File: src/rtl/car_link_responder.sv
// car_link_responder
//   Simulator-side endpoint of the car command link. Receives 8N1 UART
//   command frames {2'b10, destroy_barrier, place_barrier, turn_right,
//   turn_left, move_backward, move_forward}. It checks each frame and
//   decodes it into held command outputs. Every accepted frame is answered
//   with one 8N1 status byte {4'b0000, back, right, left, front}.
//
// Parameters
//   CLKS_PER_BIT : sys_clk cycles per UART bit (even, >= 8)
//   WDT_CYCLES   : command watchdog timeout in cycles
//
// Optional feature
//   CMD_WATCHDOG_EN : when defined, the six commands clear to 0 and
//                     wdt_timeout pulses once after WDT_CYCLES cycles
//                     without an accepted frame. When undefined, commands
//                     hold indefinitely and wdt_timeout is tied to 0.
//
// Ports
//   sys_clk            : system clock, rising edge
//   rst                : asynchronous active-high reset
//   rxd / txd          : serial command input / serial status output (idle high)
//   *_detector         : detector levels reported in the status byte
//   move_*, turn_*,
//   place_/destroy_barrier : decoded held commands
//   frame_valid        : 1-cycle pulse when a frame is accepted
//   frame_error        : 1-cycle pulse on a bad stop bit or a bad header
//   wdt_timeout        : 1-cycle pulse when the watchdog clears the commands
module car_link_responder #(
  parameter int CLKS_PER_BIT = 868,
  parameter int WDT_CYCLES   = 10_000_000
) (
  input  logic sys_clk,
  input  logic rst,
  input  logic rxd,
  output logic txd,
  input  logic front_detector,
  input  logic left_detector,
  input  logic right_detector,
  input  logic back_detector,
  output logic move_forward,
  output logic move_backward,
  output logic turn_left,
  output logic turn_right,
  output logic place_barrier,
  output logic destroy_barrier,
  output logic frame_valid,
  output logic frame_error,
  output logic wdt_timeout
);

  localparam int            CW      = $clog2(CLKS_PER_BIT);
  localparam logic [CW-1:0] HALF_M1 = CW'(CLKS_PER_BIT / 2 - 1);
  localparam logic [CW-1:0] FULL_M1 = CW'(CLKS_PER_BIT - 1);

  // rxd synchronizer; resets to the idle level so no false start is seen
  logic r_rx_meta;
  logic r_rx_sync;

  always_ff @(posedge sys_clk or posedge rst) begin
    if (rst) begin
      r_rx_meta <= 1'b1;
      r_rx_sync <= 1'b1;
    end else begin
      r_rx_meta <= rxd;
      r_rx_sync <= r_rx_meta;
    end
  end

  typedef enum logic [2:0] {
    RX_IDLE,
    RX_START,
    RX_DATA,
    RX_STOP,
    RX_WAIT_HIGH
  } rx_state_t;

  rx_state_t     r_rx_state;
  logic [CW-1:0] r_rx_cnt;
  logic [2:0]    r_rx_bit;
  logic [7:0]    r_rx_shift;
  logic [5:0]    r_cmd;
  logic          r_frame_valid;
  logic          r_frame_error;
  logic          r_wdt_timeout;

  logic          w_stop_tick;
  logic          w_accept;
  logic [5:0]    w_cmd_next;
  logic          w_wdt_expire;

  assign w_stop_tick = (r_rx_state == RX_STOP) && (r_rx_cnt == FULL_M1);
  assign w_accept    = w_stop_tick && r_rx_sync && (r_rx_shift[7:6] == 2'b10);
  // Contradictory forward+backward request resolves to "no motion"
  assign w_cmd_next  = {r_rx_shift[5:2],
                        (r_rx_shift[1:0] == 2'b11) ? 2'b00 : r_rx_shift[1:0]};

  always_ff @(posedge sys_clk or posedge rst) begin
    if (rst) begin
      r_rx_state    <= RX_IDLE;
      r_rx_cnt      <= '0;
      r_rx_bit      <= '0;
      r_rx_shift    <= '0;
      r_cmd         <= '0;
      r_frame_valid <= 1'b0;
      r_frame_error <= 1'b0;
      r_wdt_timeout <= 1'b0;
    end else begin
      r_frame_valid <= 1'b0;
      r_frame_error <= 1'b0;
      r_wdt_timeout <= 1'b0;

      if (w_wdt_expire) begin
        r_cmd         <= '0;
        r_wdt_timeout <= 1'b1;
      end

      case (r_rx_state)
        RX_IDLE: begin
          if (!r_rx_sync) begin
            r_rx_cnt   <= '0;
            r_rx_state <= RX_START;
          end
        end

        // Mid-start-bit check rejects short low glitches without an error
        RX_START: begin
          if (r_rx_cnt == HALF_M1) begin
            r_rx_cnt   <= '0;
            r_rx_bit   <= '0;
            r_rx_state <= r_rx_sync ? RX_IDLE : RX_DATA;
          end else begin
            r_rx_cnt <= r_rx_cnt + 1'b1;
          end
        end

        RX_DATA: begin
          if (r_rx_cnt == FULL_M1) begin
            r_rx_cnt   <= '0;
            r_rx_shift <= {r_rx_sync, r_rx_shift[7:1]};
            r_rx_bit   <= r_rx_bit + 1'b1;
            if (r_rx_bit == 3'd7) begin
              r_rx_state <= RX_STOP;
            end
          end else begin
            r_rx_cnt <= r_rx_cnt + 1'b1;
          end
        end

        RX_STOP: begin
          if (w_stop_tick) begin
            r_rx_cnt <= '0;
            if (!r_rx_sync) begin
              // Framing error: wait for the line to recover before re-arming
              r_frame_error <= 1'b1;
              r_rx_state    <= RX_WAIT_HIGH;
            end else if (!w_accept) begin
              r_frame_error <= 1'b1;
              r_rx_state    <= RX_IDLE;
            end else begin
              // Placed after the watchdog clear so a new frame wins a tie
              r_frame_valid <= 1'b1;
              r_cmd         <= w_cmd_next;
              r_rx_state    <= RX_IDLE;
            end
          end else begin
            r_rx_cnt <= r_rx_cnt + 1'b1;
          end
        end

        RX_WAIT_HIGH: begin
          if (r_rx_sync) begin
            r_rx_state <= RX_IDLE;
          end
        end

        default: r_rx_state <= RX_IDLE;
      endcase
    end
  end

`ifdef CMD_WATCHDOG_EN
  localparam int WW = $clog2(WDT_CYCLES + 1);

  logic [WW-1:0] r_wdt_cnt;
  logic          r_wdt_done;
  logic          w_wdt_hit;

  assign w_wdt_hit    = !r_wdt_done && (r_wdt_cnt == WW'(WDT_CYCLES - 1));
  assign w_wdt_expire = w_wdt_hit && !w_accept;

  // Counter restarts on every accepted frame and freezes once it has fired
  always_ff @(posedge sys_clk or posedge rst) begin
    if (rst) begin
      r_wdt_cnt  <= '0;
      r_wdt_done <= 1'b0;
    end else if (w_accept) begin
      r_wdt_cnt  <= '0;
      r_wdt_done <= 1'b0;
    end else if (!r_wdt_done) begin
      r_wdt_cnt <= r_wdt_cnt + 1'b1;
      if (w_wdt_hit) begin
        r_wdt_done <= 1'b1;
      end
    end
  end
`else
  // Never true; keeps the timeout parameter referenced in this build
  assign w_wdt_expire = (WDT_CYCLES < 0);
`endif

  typedef enum logic [1:0] {
    TX_IDLE,
    TX_START,
    TX_DATA,
    TX_STOP
  } tx_state_t;

  tx_state_t     r_tx_state;
  logic [CW-1:0] r_tx_cnt;
  logic [2:0]    r_tx_bit;
  logic [7:0]    r_tx_shift;
  logic          r_txd;
  logic          r_pending;

  always_ff @(posedge sys_clk or posedge rst) begin
    if (rst) begin
      r_tx_state <= TX_IDLE;
      r_tx_cnt   <= '0;
      r_tx_bit   <= '0;
      r_tx_shift <= '0;
      r_txd      <= 1'b1;
      r_pending  <= 1'b0;
    end else begin
      // One-deep request memory; repeated requests collapse into it
      if (r_frame_valid && (r_tx_state != TX_IDLE)) begin
        r_pending <= 1'b1;
      end

      case (r_tx_state)
        TX_IDLE: begin
          if (r_frame_valid || r_pending) begin
            r_tx_shift <= {4'b0000, back_detector, right_detector,
                           left_detector, front_detector};
            r_txd      <= 1'b0;
            r_tx_cnt   <= '0;
            r_pending  <= 1'b0;
            r_tx_state <= TX_START;
          end
        end

        TX_START: begin
          if (r_tx_cnt == FULL_M1) begin
            r_tx_cnt   <= '0;
            r_tx_bit   <= '0;
            r_txd      <= r_tx_shift[0];
            r_tx_shift <= {1'b0, r_tx_shift[7:1]};
            r_tx_state <= TX_DATA;
          end else begin
            r_tx_cnt <= r_tx_cnt + 1'b1;
          end
        end

        TX_DATA: begin
          if (r_tx_cnt == FULL_M1) begin
            r_tx_cnt <= '0;
            if (r_tx_bit == 3'd7) begin
              r_txd      <= 1'b1;
              r_tx_state <= TX_STOP;
            end else begin
              r_txd      <= r_tx_shift[0];
              r_tx_shift <= {1'b0, r_tx_shift[7:1]};
              r_tx_bit   <= r_tx_bit + 1'b1;
            end
          end else begin
            r_tx_cnt <= r_tx_cnt + 1'b1;
          end
        end

        // Returning through IDLE guarantees at least one idle-high cycle
        TX_STOP: begin
          if (r_tx_cnt == FULL_M1) begin
            r_tx_cnt   <= '0;
            r_tx_state <= TX_IDLE;
          end else begin
            r_tx_cnt <= r_tx_cnt + 1'b1;
          end
        end

        default: r_tx_state <= TX_IDLE;
      endcase
    end
  end

  assign txd             = r_txd;
  assign move_forward    = r_cmd[0];
  assign move_backward   = r_cmd[1];
  assign turn_left       = r_cmd[2];
  assign turn_right      = r_cmd[3];
  assign place_barrier   = r_cmd[4];
  assign destroy_barrier = r_cmd[5];
  assign frame_valid     = r_frame_valid;
  assign frame_error     = r_frame_error;
  assign wdt_timeout     = r_wdt_timeout;

endmodule

File: config.mk
export PLATFORM = sky130hd
export DESIGN_NAME = car_link_responder
export DESIGN_NICKNAME = d
export VERILOG_FILES = /design/src/rtl/car_link_responder.sv
export SDC_FILE = /design/constraint.sdc
export NUM_CORES = 1
export LEC_CHECK = 0
export BUFFER_PORTS_ARGS = -buffer_cell sky130_fd_sc_hd__buf_2
export CORE_ASPECT_RATIO = 1.2
export CORE_UTILIZATION = 25
export DETAILED_ROUTE_END_ITERATION = 6
export PLACE_DENSITY = 0.47
export SLEW_MARGIN = 10
export SYNTH_ARGS = -nofsm -noshare
export SYNTH_HDL_FRONTEND = slang
export SYNTH_SLANG_ARGS = --single-unit
File: constraint.sdc
create_clock -name sys_clk -period 3.85 [get_ports sys_clk]
set_input_delay 0.77 -clock sys_clk [delete_from_list [all_inputs] [get_ports sys_clk]]
set_output_delay 0.77 -clock sys_clk [all_outputs]
set_load 0.01 [all_outputs]
* After elaboration in Yosys (flattened, before gate mapping)
Index checks and enable logic that the tools add are counted.
** Storage, ports and cells
- Bits in registers :: 59
- Bits in latches :: 0
- Memory bits (writable) :: 0
- Memory bits (read-only) :: 0
- Bits of input ports :: 7
- Output and inout port bits :: 10
- Logic and storage cells :: 119
- Memories :: 0
** Operators by class
- Add/subtract/negate cells :: 4
- Multiply operators :: 0
- Divide/modulo/power cells :: 0
- Order comparisons :: 0
- Equality and inequality tests :: 26
- Shift-type cells :: 0
- Muxes and demuxes :: 52
- Bitwise gates (word level) :: 0
- Reductions and logical operators :: 22
** Operators by type and width (count)
- two-way mux 10 bit :: 6
- one-hot mux 10 bit (4 select lines) :: 1
- two-way mux 3 bit :: 12
- two-way mux 8 bit :: 4
- inequality test 2 bit (second input constant) :: 12
- one-hot mux 8 bit (3 select lines) :: 1
- adder 10 x 1 -> 10 bit (second input constant) :: 2
- equality test 10 bit (second input constant) :: 2
- one-hot mux 10 bit (2 select lines) :: 1
- two-way mux 1 bit :: 15
- one-hot mux 3 bit (5 select lines) :: 1
- two-way mux 2 bit :: 7
- one-hot mux 3 bit (2 select lines) :: 2
- AND reduction 4 bit :: 3
- equality test 10 x 9 -> 1 bit (second input constant) :: 1
- AND reduction 5 bit :: 2
- equality test 3 bit (second input constant) :: 3
- equality test 2 bit (second input constant) :: 4
- one-hot mux 2 bit (4 select lines) :: 1
- adder 3 x 1 -> 3 bit (second input constant) :: 2
- equality test 3 x 2 -> 1 bit (second input constant) :: 2
- AND reduction 6 bit :: 1
- nonzero test 2 bit :: 3
- logical AND 1 bit :: 4
- 11 further kinds :: 12

* Longest topological paths before layout
Gate-level depths: netlist of the first run.
- Depth in word-level cells :: 8
- Mapped depth :: 7

* Worst setup path after synthesis of the first run
No wires, ideal clock.
- Path kind :: register to register
- Start :: register r_rx_cnt[2]
- End :: register r_rx_cnt[2]
- Setup time :: 126 ps
- Data arrival time :: 2111 ps
- Path slack :: 1613 ps
- Stages on the path, launching flop included :: 8
- Buffers on the path :: 3
- Path through :: dfrtp_1 > or3b_1 > buf_2 > or4_4 > buf_6 > and3_4 > buf_6 > a221o_1
** Between the ends
- Cells in the longest elaborated chain, start to end :: 4
** Ends and longest elaborated chain
- start: declaration :: line 78 : logic [CW-1:0] r_rx_cnt;
- start signal: assignment :: line 132 : r_rx_cnt <= r_rx_cnt + 1'b1;
- start signal: assignment :: line 145 : r_rx_cnt <= r_rx_cnt + 1'b1;
- start signal: assignment :: line 166 : r_rx_cnt <= r_rx_cnt + 1'b1;
- branches (longest 3 deep; another with adder 10 x 1 -> 10 bit)
- one-hot mux 10 bit (4 select lines) * :: line 117 : case (r_rx_state)
Every way passes the cells marked *.
A chain may end at the register's enable or synchronous reset.

* Final worst setup path of the first run
- Start :: register r_tx_cnt[7]
- End :: register r_tx_cnt[2]
** Between the ends
- Cells in the longest elaborated chain, start to end :: 3
** Ends and longest elaborated chain
- start: declaration :: line 219 : logic [CW-1:0] r_tx_cnt;
- start signal: assignment :: line 259 : r_tx_cnt <= r_tx_cnt + 1'b1;
- start signal: assignment :: line 275 : r_tx_cnt <= r_tx_cnt + 1'b1;
- start signal: assignment :: line 285 : r_tx_cnt <= r_tx_cnt + 1'b1;
- equality test 10 bit :: line 252, 264, 281
- two-way mux 10 bit :: line 252, 264, 281
- one-hot mux 10 bit (2 select lines) :: line 239 : case (r_tx_state)
No other way between the ends.

==> impl_results.md, run 1 <==
* Post-synthesis mux area share at around an eighth
* Vias in the first global route at about 2.0k
* Synth Area in Compound Gates at 9.572%
* Core Area at 11040 um2
* HPWL after DPL at 3.941 mm
* Buffers on Ports at 15
* Worst r2r src: r_tx_cnt[7]
* Unrepaired setup endpoints after global routing: false
* Async set-reset flop share out of synthesis at 100.0%
* Final min period at about 2.4 ns
* Yosys reg bits at 55
* Final Hold Vio Count at 0
* P_leak at 1.449 nW
* Clock transition at the registers of the reported paths at 0.07 ns
* Most area-consuming cells after synthesis: dfrtp_1, mux2_2, ha_1, nor2_1, dfstp_2
* HP Start: r_rx_meta
* Setup WS pre-CTS at 1.451 ns
* Synthesis-to-layout area growth at 12.57%
* Top_reg_cell synth: dfrtp_1
* Post-synth EDFFs at 0
* Initial Util at 25.70%
* Critical path launch point type: flip-flop
* Worst slew margin at 49.12%
* CP startpoint: r_tx_cnt[7]
* Share of cells above drive strength 1 at 21.63%
* Clk buf depth at 2
* Cell area after synthesis at 2836 um2
* Total track usage at 10.03%
* Die W at ~99 um
* # clock sinks at 55
* Syn nets at ~280
* First-pass GRT wire length at around 9.6 mm
* Post-CTS Setup Inserts at 0
* Worst EP arrival at 2.58 ns
* Ports at 17
* Clk_lat worst skew at 0.29 ns
* Starting DRT DRC Count at 44
* Final #Nets at 300
* Final GP Congestion at about 0.73
* Initial antenna violation count at 0
* Largest family of logic cells by synthesized area: simple AND/OR/NAND/NOR gates
* GR Util met2 at 16.84%
* Crit path max fanout at 8
* DR DRC count at 0
* Largest net degree at the start of global routing at 35
* Crit share post-route at 63.03%
* Crit end category: flip-flop
* DIE AREA at 11780 um2
* Worst EP required at approximately 4 ns
* Outcome: finished, final reports clean
* P per Cell Area at 333.1 nW/um2
* Post-CTS resize count at 0
* Post-route worst setup slack at ~1.4 ns
* Post-Synth Adder-Cell Area at 5.293%
* Pwr Total at 1.064 mW
* TritonCTS clock tree: yes
* Hold Crit Class: flip-flop to flip-flop
* Syn Area/Cell at 10.70 um2
* Synth warn at 0
* TritonRoute pass-1 iters at 4
* Ant. Diodes at 0
* IR drop worst, VDD at roughly 0.20 mV
* CP Class: flip-flop to flip-flop
* H-tree depth at 2
* Final std cells w/o fill at 414
* WL/cell at 13.09 um
* Highest Clock Rate at roughly 410 MHz
* Antenna-violating nets left at 0
* Placed insts at between 400 and 500
* TritonCTS Buffers at 5
* Grt total ovfl at 0
* Die Ht at 118.7 um
* Total wire length at 5.419 mm
* Via Count at 1960
* Post-synthesis xor/xnor area fraction at between 2 and 2.5%
* Std-Cell Rows at 42
* Yosys top cell area share at 45.88%
* Vias per inst at 4.734
* Max Cap Violations at 0
* GR Layer Usage met3 at under 10%
* Synth cell types at 51
* Max-slew violation count at 0
* Met1 usage at 13.26%
* Hold Buf Count CTS at 0
* Post-Synth Simple-Gate Area at 18.66%
* Root buffer cell: clkbuf_16
* Slew @ Worst Pin at 0.7581 ns
* Cells after synthesis at roughly 270
* Setup violators final at 0
* Largest area contributor in the netlist: dfrtp_1
* Setup TNS at 0 ns
* Clk_skew at 0.005666 ns
* Post-synthesis sequential area ratio at 48.65%
* GR peak layer: met2
==> cell usage after synthesis, drive strengths merged (4+ instances only) <==
| master | count |
|---|---|
| nor4 | 11 |
| inv | 13 |
| nor3 | 11 |
| a21o | 4 |
| a22o | 4 |
| dfrtp | 52 |
| mux2i | 4 |
| nor2b | 5 |
| nand2 | 20 |
| mux2 | 26 |
| nand3 | 9 |
| xnor2 | 8 |
| o21ai | 6 |
| buf | 5 |
| nor2 | 26 |
| ha | 12 |
==> logic make-up (layout without fill, tap and decap cells) <==
group,after synthesis,after routing
compound gates,36,36
xor+xnor,8,8
fa+ha+maj,12,12
buf+inv,21,38
flops,55,55
mux,30,30
other cells,1,1
simple gates,102,102
==> layer usage <==
layer / part of all wire [%] / up-vias
met5: 0 / -
met4: 0.70 / 0
met3: 2.7 / 5
met2: 49 / 22
met1: 48 / 952
li1: - / 981
==> flip-flops by register name, indices dropped and copies added (netlist names) <==
name and count:
r_pending 1, r_rx_cnt 10, r_tx_shift 4, r_tx_bit 3, r_tx_state 2, r_rx_state 3, r_rx_bit 3, frame_error 1
r_rx_meta 1, r_tx_cnt 10, frame_valid 1, r_cmd 6, r_rx_shift 8, txd 1, r_rx_sync 1
==> path summary, 6_finish.rpt <==
check	cells past startpoint	endpoint	slack [ns]
worst max-delay path	4	r_tx_cnt[2]	1.42
max in group asynchronous	3	r_rx_cnt[3]	2.49
min in group asynchronous	2	r_tx_shift[1]	0.59
worst max register to register	4	r_tx_cnt[2]	1.42
worst min-delay path	0	r_rx_sync	0.36
worst min register to register	0	r_rx_sync	0.36
==> critical path, stage by stage, from the launching register on <==
cell and delay (ns):
dfrtp_1 0.42, or4_1 0.58, nor3_1 0.59, a2bb2oi_1 0.59, nor2_1 0.11
==> placed cells by master, fill, tap and decap left out, types with 2 or more instances in the layout <==
cell type  count
or2_2          2
o21ai_0        5
buf_4          2
and3_1         2
nand2b_1       2
a32o_1         2
nor4_1        11
ha_1          12
xnor2_1        8
o31ai_1        2
mux2i_1        4
dfrtp_1       52
nand3_1        9
nand4_1        2
mux2_2        26
nor2_1        25
and4_1         3
a21o_1         4
clkbuf_16      5
nor3_1        11
buf_2         15
o21a_1         2
dfstp_2        3
a31o_2         2
nor2b_1        5
a21oi_1        3
nand4b_1       2
a22oi_1        2
a22o_1         4
o211ai_1       2
nand2_1       20
inv_1         12
==> power breakdown <==
group / leakage (nW) / internal [mW] / switching [mW]
clock network: 0.0741 / 0.261 / 0.200
logic: 0.641 / 0.00587 / 0.0134
registers: 0.734 / 0.582 / 0.00193
==> area by class of cell <==
type | count | area [um2]
Inverter | 13 | 48.80
Clock inverter | 1 | 8.758
Clock buffer | 7 | 142.6
Multi-Input combinational cell | 189 | 1358
Timing Repair Buffer | 17 | 90.09
Fill cell | 1160 | 7843
Tap cell | 132 | 165.2
Sequential cell | 55 | 1380
==> through the flow <==
stage | area, um2 | hold slack, ns | util, %
after floorplan | 2836 | 0.3452 | -
after global placement | 3042 | 0.3484 | 27.56
after detailed placement | 3042 | 0.3509 | 27.56
after CTS | 3193 | 0.3610 | 28.93
after global routing | 3193 | 0.3618 | 28.93
final | 3193 | 0.3603 | 28.93
No activity file was read; power rests on OpenSTA's default activity.
==> run 2, diff against run 1 <==
--- a/config.mk
+++ b/config.mk
@@ -9,7 +9,7 @@
 export CORE_ASPECT_RATIO = 1.2
 export CORE_UTILIZATION = 25
 export DETAILED_ROUTE_END_ITERATION = 6
-export PLACE_DENSITY = 0.47
+export PLACE_DENSITY = 0.48
 export SLEW_MARGIN = 10
 export SYNTH_ARGS = -nofsm -noshare
 export SYNTH_HDL_FRONTEND = slang
==> constraint.sdc (replaced) <==
create_clock -name sys_clk -period 2.2 [get_ports sys_clk]
set_input_delay 0.44 -clock sys_clk [delete_from_list [all_inputs] [get_ports sys_clk]]
set_output_delay 0.44 -clock sys_clk [all_outputs]
set_load 0.01 [all_outputs]
==> impl_results.md, run 2 (same netlist as run 1, synthesis figures left out) <==
* Outcome: finished, final reports clean
* Unrepaired setup endpoints after global routing: false
* Ant. Diodes at 0 (unchanged)
* Post-CTS resize count at 0 (unchanged)
* Hold Buf Count CTS at 0 (unchanged)
* Commonest non-fill, non-tap cell in the layout: dfrtp_1
* Initial Util at 25.70% (unchanged)
* Clock Power Share at 46.5% (+3.2 points)
* Most frequent cells in the layout: dfrtp_1, mux2_2, nor2_1
* Largest net degree at the start of global routing at 26 (-26%)
* P_leak at 1.532 nW (+5.7%)
* Worst r2r src: r_rx_cnt[8]
* TritonRoute pass-1 iters at 4 (unchanged)
* NetSw at 380.7 uW (+77%)
* Starting DRT DRC Count at 76 (+73%)
* Comb power frac at 2.0% (+0.2 points)
* Synthesis-to-layout area growth at 17.42%
* RR Endpoint: r_rx_cnt[2]
* CP Class: flip-flop to flip-flop
* Clk_lat worst skew at 0.29 ns (about the same)
* Post-DP Area at 3157 um2 (+3.8%)
* Clock transition at the registers of the reported paths at 0.08 ns (about the same)
* Crit end category: flip-flop
* Seq pwr share at 51.6% (-3.2 points)
* CP max stage delay at 0.60 ns (about the same)
* Hold Crit Class: input pin to asynchronous set/reset pin
* Share of cells above drive strength 1 at 25.17% (+3.5 points)
* Antenna-violating nets left at 0 (unchanged)
* DR DRC count at 0 (unchanged)
* Crit path max fanout at 7 (-1)
* DIE AREA at 11780 um2 (unchanged)
* Crit share post-route at 95.75% (+33 points)
* Initial antenna violation count at 0 (unchanged)
* Die Ht at 118.7 um (unchanged)
* FF-to-FF setup slack at 0.09 ns (-1.33 ns)
* Final #Nets at 312 (+4.0%)
* Highest Clock Rate at 474.7 MHz (+15%)
* Root buffer cell: clkbuf_16
* Critical path launch point type: flip-flop
* Biggest regs: r_rx_cnt (10), r_tx_cnt (10), r_rx_shift (8)
* TritonCTS Buffers at 5 (unchanged)
* TritonCTS clock tree: yes
* Buffers on Ports at 15 (unchanged)
* Max-slew violation count at 0 (unchanged)
* Via Count at 2036 (+3.9%)
* Max Cap Violations at 0 (unchanged)
* P per Cell Area at 594.1 nW/um2 (+78%)
* WL/cell at 12.82 um (-2.1%)
* Core Area at 11040 um2 (unchanged)
* Worst slew margin at 65.03% (+16 points)
* First-pass GRT wire length at 9.328 mm (-3.3%)
* Total wire length at 5.460 mm (+0.76%)
* Worst EP arrival at 2.27 ns (-0.31 ns)
* # clock sinks at 55 (unchanged)
* Setup violators final at 0 (unchanged)
* Post-CTS Setup Inserts at 0 (unchanged)
* Sw Ratio at 19.24% (-1.0 points)
* IR drop worst, VDD at 0.4535 mV (+130%)
* Grt total ovfl at 0 (unchanged)
* Internal power at 1.598 mW (+88%)
* Finished Core Util at 30.18% (+1.2 points)
* Clk buf depth at 2 (unchanged)
* Clk_skew at 0.008636 ns (+0.002970 ns)
* Worst EP required at 2.37 ns (-1.63 ns)
* Worst Setup EP: r_rx_cnt[2]
* CP cell instances: or3b_1 -> or4_4 -> and3_4 -> a221o_1
* HPWL after DPL at 4.012 mm (+1.8%)
* Post-route design area at 3331 um2 (+4.3%)
* Ports at 17 (unchanged)
* Final Hold Vio Count at 0 (unchanged)
* Final GP Congestion at 0.7832 (+7.1%)
* Std-Cell Rows at 42 (unchanged)
* Final min period at 2.107 ns (-0.3200 ns)
* Slew @ Worst Pin at 0.5238 ns (-0.2343 ns)
* Slowest cell on crit path: or4_4
* FF-to-FF path depth at 4 (unchanged)
* H-tree depth at 2 (unchanged)
* Die W at 99.24 um (unchanged)
* Total track usage at 9.631% (-0.40 points)
* Vias in the first global route at 1931 (-4.2%)
* Vias per inst at 4.779 (+0.95%)
* CP startpoint: r_rx_cnt[8]
-- run 2: stage by stage --
| stage | total power [mW] | hold slack, ns | setup slack, ns | setup TNS [ns] | instances |
|---|---|---|---|---|---|
| 2_1_floorplan | 1.063 | 0.3452 | -0.03050 | -0.03050 | 265 |
| 3_3_place_gp | 1.081 | 0.3469 | 0.1468 | 0 | 418 |
| 3_5_place_dp | 1.082 | 0.3468 | 0.1195 | 0 | 418 |
| 4_1_cts | 2.015 | 0.2030 | 0.1064 | 0 | 426 |
| 5_1_grt | 2.056 | 0.2202 | 0.02414 | 0 | 426 |
| 6_report | 1.979 | 0.1811 | 0.09347 | 0 | 426 |
-- run 2: area by class of cell --
cell class	count	area [um2]
clock buffers	6	138.9
clock inverters	2	35.03
fillers	1142	7705
inverters	13	48.80
multi-input cells	189	1358
flip-flops and latches	55	1380
well taps	132	165.2
repair buffers	29	205.2
-- run 2: critical path, delay by kind of cell, from the launching register on --
kind            cells  cell delay, ns
compound gates      1            0.29
flops               1            0.40
simple gates        3            1.30
-- run 2: power groups by stage --
stage                     Combinational [mW]  Clock [mW]  Sequential (mW)
final                                 0.0386       0.920             1.02
after global routing                  0.0453       0.990             1.02
after CTS                             0.0417       0.953             1.02
after detailed placement              0.0415           0             1.04
after global placement                0.0404           0             1.04
after floorplan                       0.0236           0             1.04
-- run 2: per-layer routing --
metal,vias to the layer above,GRT usage [%],share of wire (%)
met5,-,0,0
met4,0,1.379,0.53
li1,1011,-,-
met2,10,16.19,49
met3,4,2.070,1.6
met1,1011,12.89,49
-- run 2: worst min-delay path by stage --
| stage | start | end | slack, ns | cells past startpoint |
|---|---|---|---|---|
| after global placement | r_rx_meta | r_rx_sync | 0.35 | 0 |
| after CTS | rst | r_tx_shift[3] | 0.20 | 2 |
| final | rst | r_tx_shift[3] | 0.18 | 2 |
| after global routing | rst | r_tx_bit[0] | 0.22 | 2 |
| after detailed placement | r_rx_meta | r_rx_sync | 0.35 | 0 |
| after floorplan | r_rx_meta | r_rx_sync | 0.35 | 0 |
==> run 3, diff against run 2 <==
--- a/config.mk
+++ b/config.mk
@@ -7,9 +7,9 @@
 export LEC_CHECK = 0
 export BUFFER_PORTS_ARGS = -buffer_cell sky130_fd_sc_hd__buf_2
 export CORE_ASPECT_RATIO = 1.2
-export CORE_UTILIZATION = 25
+export CORE_UTILIZATION = 40
 export DETAILED_ROUTE_END_ITERATION = 6
-export PLACE_DENSITY = 0.48
+export PLACE_DENSITY = 0.65
 export SLEW_MARGIN = 10
 export SYNTH_ARGS = -nofsm -noshare
 export SYNTH_HDL_FRONTEND = slang
==> impl_results.md, run 3 (same netlist as run 1, synthesis figures left out) <==
* DIE AREA at 7433 um2 (-37%)
* Final Hold Vio Count at 0 (unchanged)
* Unrepaired setup endpoints after global routing: false
* Vias in the first global route at 2017 (+4.5%)
* Pwr Total at 1.601 mW (-19%)
* P per Cell Area at 504.6 nW/um2 (-15%)
* Comb power frac at 2.2% (+0.2 points)
* First-pass GRT wire length at 8.976 mm (-3.8%)
* TritonCTS clock tree: yes
* Critical path launch point type: flip-flop
* Hold Crit Class: input pin to asynchronous set/reset pin
* Post-CTS resize count at 0 (unchanged)
* Share of cells above drive strength 1 at 24.83% (-0.34 points)
* Worst r2r src: r_rx_cnt[8]
* Starting DRT DRC Count at 105 (+38%)
* Most frequent cells in the layout: dfrtp_1, mux2_2, nor2_1
* # clock sinks at 55 (unchanged)
* Total wire length at 5.281 mm (-3.3%)
* Die Ht at 94.25 um (-21%)
* Vias per inst at 5.231 (+9.4%)
* Synthesis-to-layout area growth at 11.87%
* Hold Buf Count CTS at 0 (unchanged)
* Final #Nets at 312 (unchanged)
* Largest net degree at the start of global routing at 26 (unchanged)
* Ant. Diodes at 0 (unchanged)
* CP startpoint: r_rx_cnt[8]
* H-tree depth at 2 (unchanged)
* TritonCTS Buffers at 5 (unchanged)
* Max-slew violation count at 0 (unchanged)
* Worst EP required at 2.40 ns (+0.03 ns)
* Buffers on Ports at 15 (unchanged)
* Seq pwr share at 63.7% (+12 points)
* Via Count at 1993 (-2.1%)
* Ports at 17 (unchanged)
* Initial antenna violation count at 0 (unchanged)
* Internal power at 1.252 mW (-22%)
* Max Cap Violations at 0 (unchanged)
* Crit share post-route at 96.13% (+0.38 points)
* Clk buf depth at 2 (unchanged)
* WL/cell at 13.86 um (+8.1%)
* Initial Util at 41.38% (+16 points)
* CP Class: flip-flop to flip-flop
* Die W at 78.87 um (-21%)
* HPWL after DPL at 3.861 mm (-3.8%)
* Commonest non-fill, non-tap cell in the layout: dfrtp_1
* Biggest regs: r_rx_cnt (10), r_tx_cnt (10), r_rx_shift (8)
* Fillers at 651 (-43%)
* Clk_skew at 0.006053 ns (-0.002583 ns)
* IR drop worst, VDD at 0.2516 mV (-45%)
* Register area at 1380 um2 (unchanged)
* Clk_lat worst skew at 0.31 ns (+0.02 ns)
* Clock transition at the registers of the reported paths at 0.09 ns (about the same)
* Total track usage at 15.42% (+5.8 points)
* Final min period at 2.115 ns (+0.008287 ns)
* Std-Cell Rows at 33 (-21%)
* Sw Ratio at 21.80% (+2.6 points)
* Worst EP arrival at 2.31 ns (+0.04 ns)
* Highest Clock Rate at 472.9 MHz (-0.39%)
* DR DRC count at 0 (unchanged)
* Root buffer cell: clkbuf_8
* Crit end category: flip-flop
* Antenna-violating nets left at 0 (unchanged)
* TritonRoute pass-1 iters at 4 (unchanged)
* Post-CTS Setup Inserts at 0 (unchanged)
* Clock Power Share at 34.1% (-12 points)
* Final GP Congestion at 0.8479 (+8.3%)
* P_leak at 1.481 nW (-3.3%)
* Setup violators final at 0 (unchanged)
* Grt total ovfl at 0 (unchanged)
* Crit path max fanout at 7 (unchanged)
* Outcome: finished, final reports clean
* Core Area at 6854 um2 (-38%)
* NetSw at 349.0 uW (-8.3%)
* Multi-input logic area at 1358 um2 (unchanged)
* Hold Slack at 0.01656 ns (-0.1646 ns)
-- run 3: cell count changes in the layout (fill, tap and decap cells not counted), sizes merged --
cell,previous run,this run
clkinvlp,0,1
bufinv,1,0
-- run 3: path summary, 6_finish.rpt --
kind | end | slack (ns) | cells past startpoint
max | r_rx_cnt[2] | 0.09 | 4
min | r_tx_shift[1] | 0.02 | 2
max reg2reg | r_rx_cnt[2] | 0.09 | 4
min reg2reg | r_rx_sync | 0.36 | 0
max in group asynchronous | r_rx_sync | 1.61 | 3
min in group sys_clk | r_rx_meta | 0.22 | 1
-- run 3: power groups by stage --
stage / registers [mW] / logic (mW) / clock network, mW
after floorplan: 1.04 / 0.0236 / 0
after global placement: 1.04 / 0.0360 / 0
after detailed placement: 1.04 / 0.0371 / 0
after CTS: 1.02 / 0.0370 / 0.575
after global routing: 1.02 / 0.0420 / 0.619
final: 1.02 / 0.0351 / 0.545
-- run 3: layer usage --
| layer | track usage (%) | vias up | part of all wire (%) |
|---|---|---|---|
| li1 | - | 1008 | - |
| met1 | 20.00 | 955 | 48 |
| met2 | 25.29 | 24 | 48 |
| met3 | 3.592 | 6 | 2.4 |
| met4 | 5.000 | 0 | 1.2 |
| met5 | 0 | - | 0 |
-- run 3: worst max-delay path, cell delays in order (launching register included) --
cell     delay, ns
dfrtp_1       0.43
or3b_1        0.46
or4_4         0.60
and3_4        0.24
a221o_1       0.29
-- run 3: final cells by class --
cell class                 count  share of cell area, %
clock buffer                   6                  2.287
timing repair buffer          29                  6.073
tap                           87                  3.431
inverter                      13                  1.538
clock inverter                 2                 0.3943
sequential                    55                  43.49
multi-input combinational    189                  42.78
-- run 3: through the flow --
stage	worst slack (ns)	area (um2)	util (%)	TNS (ns)	cells
6_report	0.08518	3173	46.29	0	381
4_1_cts	0.1112	3173	46.29	0	381
2_1_floorplan	-0.03050	2836	-	-0.03050	265
3_5_place_dp	0.1251	3088	45.05	0	373
3_3_place_gp	0.1550	3088	45.05	0	373
5_1_grt	0.03522	3173	46.29	0	381
